$ cat src/rtl/sseg_value_encoder.sv
// Binary-to-seven-segment encoder: 14-bit value -> four active-low common-anode bytes
// via iterative double-dabble. Define SSEG_LZ_BLANK_EN to blank leading zero digits.
module sseg_value_encoder (
    input  logic        clk_s,
    input  logic        rst_s,
    input  logic [13:0] val_s,
    input  logic [3:0]  dp_s,
    input  logic        load_s,
    output logic [31:0] sseg_s,
    output logic        busy_s,
    output logic        done_s,
    output logic        ovf_s
);

    typedef enum logic [1:0] {
        IDLE,
        SHIFT,
        ENCODE
    } state_t;

    state_t      state;
    state_t      state_nxt;
    logic [13:0] val_sh;
    logic [3:0]  dp_lat;
    logic        ovf_lat;
    logic [15:0] bcd;
    logic [14:0] bcd_adj;
    logic [3:0]  cnt;
    logic [3:0]  blank;
    logic [31:0] sseg_nxt;

    function automatic logic [7:0] seg_code(input logic [3:0] d);
        case (d)
            4'd0:    seg_code = 8'hC0;
            4'd1:    seg_code = 8'hF9;
            4'd2:    seg_code = 8'hA4;
            4'd3:    seg_code = 8'hB0;
            4'd4:    seg_code = 8'h99;
            4'd5:    seg_code = 8'h92;
            4'd6:    seg_code = 8'h82;
            4'd7:    seg_code = 8'hF8;
            4'd8:    seg_code = 8'h80;
            4'd9:    seg_code = 8'h90;
            default: seg_code = 8'hFF;
        endcase
    endfunction

    always_ff @(posedge clk_s or negedge rst_s) begin
        if (!rst_s) state <= IDLE;
        else        state <= state_nxt;
    end

    always_comb begin
        state_nxt = state;
        case (state)
            IDLE:    if (load_s) state_nxt = SHIFT;
            SHIFT:   if (cnt == 4'd13) state_nxt = ENCODE;
            ENCODE:  state_nxt = IDLE;
            default: state_nxt = IDLE;
        endcase
    end

    always_comb begin
        busy_s = (state != IDLE);
    end

    // Only 15 bits of the adjusted value survive the shift, so the top nibble keeps 3 bits.
    always_comb begin
        bcd_adj = '0;
        for (int unsigned i = 0; i < 3; i++) begin
            bcd_adj[4*i +: 4] = (bcd[4*i +: 4] >= 4'd5) ? bcd[4*i +: 4] + 4'd3 : bcd[4*i +: 4];
        end
        bcd_adj[14:12] = (bcd[15:12] >= 4'd5) ? bcd[14:12] + 3'd3 : bcd[14:12];
    end

    always_comb begin
        blank = '0;
`ifdef SSEG_LZ_BLANK_EN
        blank[3] = (bcd[15:12] == 4'd0);
        blank[2] = blank[3] && (bcd[11:8] == 4'd0);
        blank[1] = blank[2] && (bcd[7:4] == 4'd0);
`endif
        sseg_nxt = '1;
        if (ovf_lat) begin
            sseg_nxt = 32'hBFBFBFBF;
        end else begin
            for (int unsigned i = 0; i < 4; i++) begin
                sseg_nxt[8*i +: 8] = blank[i] ? 8'hFF : seg_code(bcd[4*i +: 4]);
                sseg_nxt[8*i + 7]  = sseg_nxt[8*i + 7] & ~dp_lat[i];
            end
        end
    end

    always_ff @(posedge clk_s or negedge rst_s) begin
        if (!rst_s) begin
            val_sh  <= '0;
            dp_lat  <= '0;
            ovf_lat <= 1'b0;
            bcd     <= '0;
            cnt     <= '0;
            sseg_s  <= '1;
            done_s  <= 1'b0;
            ovf_s   <= 1'b0;
        end else begin
            done_s <= 1'b0;
            case (state)
                IDLE: begin
                    if (load_s) begin
                        val_sh  <= val_s;
                        dp_lat  <= dp_s;
                        ovf_lat <= (val_s > 14'd9999);
                        bcd     <= '0;
                        cnt     <= '0;
                    end
                end
                SHIFT: begin
                    bcd    <= {bcd_adj, val_sh[13]};
                    val_sh <= {val_sh[12:0], 1'b0};
                    cnt    <= cnt + 4'd1;
                end
                ENCODE: begin
                    sseg_s <= sseg_nxt;
                    ovf_s  <= ovf_lat;
                    done_s <= 1'b1;
                end
                default: ;
            endcase
        end
    end

endmodule

$ cat config.mk
export PLATFORM = sky130hd
export DESIGN_NAME = sseg_value_encoder
export DESIGN_NICKNAME = d
export VERILOG_FILES = /design/src/rtl/sseg_value_encoder.sv
export SDC_FILE = /design/constraint.sdc
export NUM_CORES = 1
export LEC_CHECK = 0
export ABC_CLOCK_PERIOD_IN_PS = 1630
export CORE_UTILIZATION = 40
export CTS_BUF_LIST = sky130_fd_sc_hd__clkbuf_8 sky130_fd_sc_hd__clkbuf_16
export DETAILED_ROUTE_END_ITERATION = 8
export GPL_ROUTABILITY_DRIVEN = 0
export SKIP_CTS_REPAIR_TIMING = 1
export SLEW_MARGIN = 40
export SYNTH_ARGS = -nofsm -noshare
export SYNTH_HDL_FRONTEND = slang
export SYNTH_SLANG_ARGS = --single-unit
$ cat constraint.sdc
create_clock -name clk_s -period 1.63 [get_ports clk_s]
set_clock_uncertainty 0.2 [all_clocks]
set_input_delay 0.163 -clock clk_s [delete_from_list [all_inputs] [get_ports clk_s]]
set_output_delay 0.163 -clock clk_s [all_outputs]
set_load 0.005 [all_outputs]
* Word-level counts from Yosys, hierarchy flattened *
Memory sizes are Yosys's and may differ from the RTL's.
Cells that the tools add are included.

cells by class
  bitwise operators = 8
  $add $sub $neg = 5
  reduce and logical (&&, ||, !) cells = 6
  multiplexer cells = 19
  equal/unequal tests = 5
  $lt $le $gt $ge = 5

operators with widths
  cell                                                 count
  2-to-1 mux 32 bit                                    1
  2-to-1 mux 8 bit                                     4
  one-hot mux 16 bit (2 select lines)                  1
  one-hot mux 14 bit (2 select lines)                  1
  >= comparator 4 x 3 -> 1 bit, second input constant  4
  2-to-1 mux 16 bit                                    1
  2-to-1 mux 4 bit                                     4
  > comparator 14 bit, second input constant           1
  2-to-1 mux 14 bit                                    1
  adder 4 x 2 -> 4 bit, second input constant          3
  one-hot mux 4 bit (2 select lines)                   1
  AND reduction 2 bit                                  3
  adder 4 x 1 -> 4 bit, second input constant          1
  bitwise AND 1 bit                                    4
  equality test 4 bit, second input constant           1
  2-to-1 mux 2 bit                                     2
  != test 2 bit, second input constant                 2
  inverter 1 bit                                       4
  one-hot mux 2 bit (2 select lines)                   1
  nonzero test 2 bit                                   2
  adder 3 x 2 -> 3 bit, second input constant          1
  2-to-1 mux 3 bit                                     1
  equality test 2 x 1 -> 1 bit, second input constant  1
  equality test 2 bit, second input constant           1
  2 further kinds                                      2

storage, ports and cells
  output and inout bits = 35
  memory bits (read-only) = 448
  memories = 4
  register bits = 75
  input port bits = 21

memories
  memory           words  width  read ports  clocked after Yosys merged registers in  wr ports  RTL line  RTL
  (no name shown)  16     7      1           0                                        0         33        case (d)
  (no name shown)  16     7      1           0                                        0         33
  (no name shown)  16     7      1           0                                        0         33
  (no name shown)  16     7      1           0                                        0         33

* Longest topological paths before layout *
An unclocked memory read counts as a cell.

  word-level depth = 4
  mapped depth = 6
  gate-level depth less buffers = 6

* Worst setup path before layout *
Ideal clock, no wire load.

  path type = register to register
  from = register bcd[1]
  to = register bcd[3]
  cell stages (with the launch flop) = 7
  setup time = 0.128 ns
  period minus slack after synthesis = 1.669 ns
  data arrival time = 1.342 ns
  path buffers = 0
  required time = 1.302 ns
  setup slack = -0.039 ns
  path through = dfrtp_1 -> inv_1 -> ha_1 -> ha_1 -> o21bai_1 -> a22oi_1 -> o21ai_0

between the ends
  cells in the longest elaborated chain, start to end = 3

RTL lines
  item                                                                  RTL line  RTL
  start: declaration                                                    26        logic [15:0] bcd;
  start signal: assignment                                              117       bcd <= {bcd_adj, val_sh[13]};
  adder 4 x 2 -> 4 bit or >= comparator 4 x 3 -> 1 bit (tied branches)  71        bcd_adj[4*i +: 4] = (bcd[4*i +: 4] >= 4'd5) ? bcd[4*i +: 4] + 4'd3 : bcd[4*i +: 4];
  2-to-1 mux 4 bit (*)                                                  71
  one-hot mux 16 bit (2 select lines) (*)                               106       case (state)

Mark *: on every way between the ends. The rest lies on a longest branch, timed or not.
A chain may end at the register's enable or synchronous reset.

* Worst setup path in the final report *
  from = register state[1]
  to = register ovf_lat

between the ends
  cells in the longest elaborated chain, start to end = 2

RTL lines
  item                                  RTL line  RTL
  start: declaration                    21        state_t state;
  start signal: assignment              50        else state <= state_nxt;
  logical NOT 2 bit                     106
  AND reduction 2 bit (no source line)  --
  end signal: assignment                111       ovf_lat <= (val_s > 14'd9999);
  end: declaration                      25        logic ovf_lat;

No other way between the ends.

==> flow_metrics.py <==
metrics = {
    "setup_path": {
        "cp_max_fo": 14,
        "end_kind": "flip-flop",
        "r2r_end": "ovf_lat",
        "r2r_start": "state[1]",
        "worstSetupStartpointType": "flip-flop",
        "cp.arrival_ps": 1710,
        "r2r.worst_path.cells": 5,
        "ff2ff_setup_slack_ps": -10,
        "required_ps": 1700,
        "crit_type": "reg -> reg",
    },
    "timing": {
        "setup_slack_ps": -12.3,
        "holdWs_ps": 37.5,
        "setup_violations": 3,
        "slew-limit-headroom": 0.671,
        "rsz0062_at_grt": "yes",
        "max_freq_mhz": 609,
        "min_period_over_period": 1.01,
        "final_max_slew_viol_count": 0,
        "fin_crit_ps": 1640,
        "finalHoldViolations": 0,
        "worstMarginPinSlew_ps": 493,
    },
    "layout": {
        "final_util": 0.595,
        "area_growth_pct": 44.1,
        "layout.nets": 559,
        "drive_gt1_frac": 0.282,
        "seq_area_um2": 1920,
        "n_antenna_cell": 0,
        "multi_input_area_um2": 1980,
        "fillers": 813,
    },
    "route": {
        "drt-initial-drc-count": 158,
        "drc": 0,
        "avgViaCountPerCell": 5.12,
        "dr.pass1.iters": 4,
        "ant_nets": 0,
        "vias": 3325,
        "routed_wl_um": 9150,
        "post_drt_wl_per_cell_um": 14.1,
    },
    "logic_synthesis": {
        "ys.flop_type": "dfrtp_1",
        "synth_warnings": 0,
        "synth-edff-count": 0,
        "syn_area_per_cell_um2": 9.28,
        "yosys.cell_types.count": 39,
        "netlist_area_um2": 3830,
        "yosysSeqAreaShare": 0.500,
        "async_flop_share": 1.00,
        "yosys_register_bits": 75,
        "synth_cells": 413,
        "synth_nets": 456,
    },
    "global_routing": {
        "gr-usage-all-layers": 0.192,
        "grt_max_degree": 41,
        "antenna_found_initial": 0,
        "grt_pass1_vias": 3118,
        "grt_overflow": 0,
        "grt_pass1_wl_um": 14900,
    },
    "clock_tree": {
        "clockBufferDepth": 2,
        "cts_root_buf": "clkbuf_8",
        "clk_latency_ps": 350,
        "cts_sinks": 75,
        "cts_buffers": 9,
        "cts_tree": "done",
        "clk_pin_slew_ps": 80,
        "cts_htree_levels": 3,
    },
    "run_status": {
        "violations": "negative setup slack",
        "outcome": "finished, violations left",
    },
    "placed_design": {
        "io_buffer_count": 55,
        "hpwl_um": 6260,
    },
    "pwr": {
        "ir_worst_vdd_uv": 822,
        "p_leak_nw": 2.80,
        "power.density_nw_per_um2": 2030,
    },
    "floorplan": {
        "row_count": 35,
        "num_io_pins": 56,
        "core_um2": 9280,
        "dieArea_um2": 9980,
        "die-height_um": 99.9,
        "die_x_um": 99.9,
        "start_util": 0.413,
    },
    "hold_path": {
        "hold_class": "in -> async",
    },
    "run": {
        "cap_violations": 0,
    },
}
[area by class of cell]
| cell class | count | area share |
|---|---|---|
| timing repair buffer | 116 | 0.204 |
| tap | 129 | 0.0292 |
| clock buffer | 11 | 0.0274 |
| clock inverter | 5 | 0.0224 |
| multi-input combinational | 298 | 0.359 |
| inverter | 16 | 0.0109 |
| sequential | 75 | 0.347 |
[cell usage in the layout, fill, tap and decap left out, types with 11 or more instances in the layout]
cell type / count
clkbuf_8: 11
o22ai_1: 12
clkdlybuf4s50_1: 21
buf_4: 56
o21ai_1: 11
dlymetal6s2s_1: 33
nor2_1: 68
o21ai_0: 26
dfrtp_1: 42
nand2_1: 41
dfstp_2: 32
nand3_1: 15
a21oi_1: 23
[state kept, by name, indices dropped and copies added, names as in the netlist]
signal,flops
sseg_s,32
val_sh,14
ovf_lat,1
ovf_s,1
done_s,1
bcd,16
dp_lat,4
cnt,4
state,2
[logic make-up after synthesis]
| family | Yosys count | share of synthesized area |
|---|---|---|
| fa+ha+maj | 22 | 0.0718 |
| mux | 4 | 0.0104 |
| xor+xnor | 10 | 0.0228 |
| compound gates | 113 | 0.178 |
| flops | 75 | 0.500 |
| buf+inv | 40 | 0.0450 |
| simple gates | 149 | 0.172 |
[worst max-delay path by stage]
stage / from / endpoint / slack, ps / cells past startpoint
after floorplan: bcd[1] / bcd[3] / -8 / 6
after global placement: val_s[7] / ovf_lat / -140 / 5
after detailed placement: load_s / val_sh[11] / -140 / 5
after CTS: state[0] / busy_s / -290 / 2
after global routing: bcd[14] / bcd[15] / -80 / 5
final: state[1] / ovf_lat / -10 / 5
[critical path, stage by stage, from the launching register on]
cell,delay (ps)
dfrtp_1,430
buf_4,160
nor3b_2,250
buf_4,270
o311ai_0,150
o21ai_0,100
[cells in the mapped netlist (2+ instances only)]
master    number  area share
nand2_1       42       0.041
nand3_1       15       0.020
nand2b_1       8       0.013
o22a_1        10       0.023
xor2_1         3      0.0069
inv_1         15       0.015
a22o_1         2      0.0046
o221ai_1       2      0.0046
buf_2         11       0.014
o21bai_1       2      0.0039
o21ai_1        4      0.0052
dfstp_2       32        0.22
a31oi_1       10       0.016
nor3b_2        2      0.0065
buf_1          2      0.0020
o311ai_0       6       0.014
o22ai_1       12       0.020
ha_1          22       0.072
xnor2_1        7       0.016
a21oi_1       28       0.037
dfrtp_1       43        0.28
mux2i_1        4       0.010
nor3b_1        4      0.0078
clkbuf_1       9      0.0088
nor2_1        68       0.067
or3_1          3      0.0049
o21ai_0       33       0.043
a22oi_1        3      0.0059
[layer usage]
| layer | track usage | share of wire |
|---|---|---|
| met2 | 0.301 | 0.46 |
| met3 | 0.0390 | 0.044 |
| met4 | 0.0645 | 0.015 |
| met1 | 0.267 | 0.48 |
| met5 | 0 | 0 |
[report_power, final]
part           total [W]  leakage (nW)  switching (W)  internal, W
clock            0.00193         0.141       0.000681      0.00125
combinational    0.00585          1.80        0.00280      0.00305
sequential       0.00345         0.858       0.000654      0.00279
total             0.0112          2.80        0.00413      0.00709
[metrics by stage]
| stage | area (um2) | power [W] | setup WS [ps] | cells | TNS, ps |
|---|---|---|---|---|---|
| 2_1_floorplan | 3850 | 0.00642 | -8.27 | 413 | -8.27 |
| 3_3_place_gp | 4850 | 0.00835 | -144 | 624 | -2160 |
| 3_5_place_dp | 4850 | 0.00847 | -144 | 624 | -2710 |
| 4_1_cts | 5130 | 0.0105 | -285 | 640 | -4640 |
| 5_1_grt | 5520 | 0.0122 | -77.5 | 650 | -428 |
| 6_report | 5520 | 0.0112 | -12.3 | 650 | -19.0 |
Note: power is estimated with default switching activity, not from simulation.
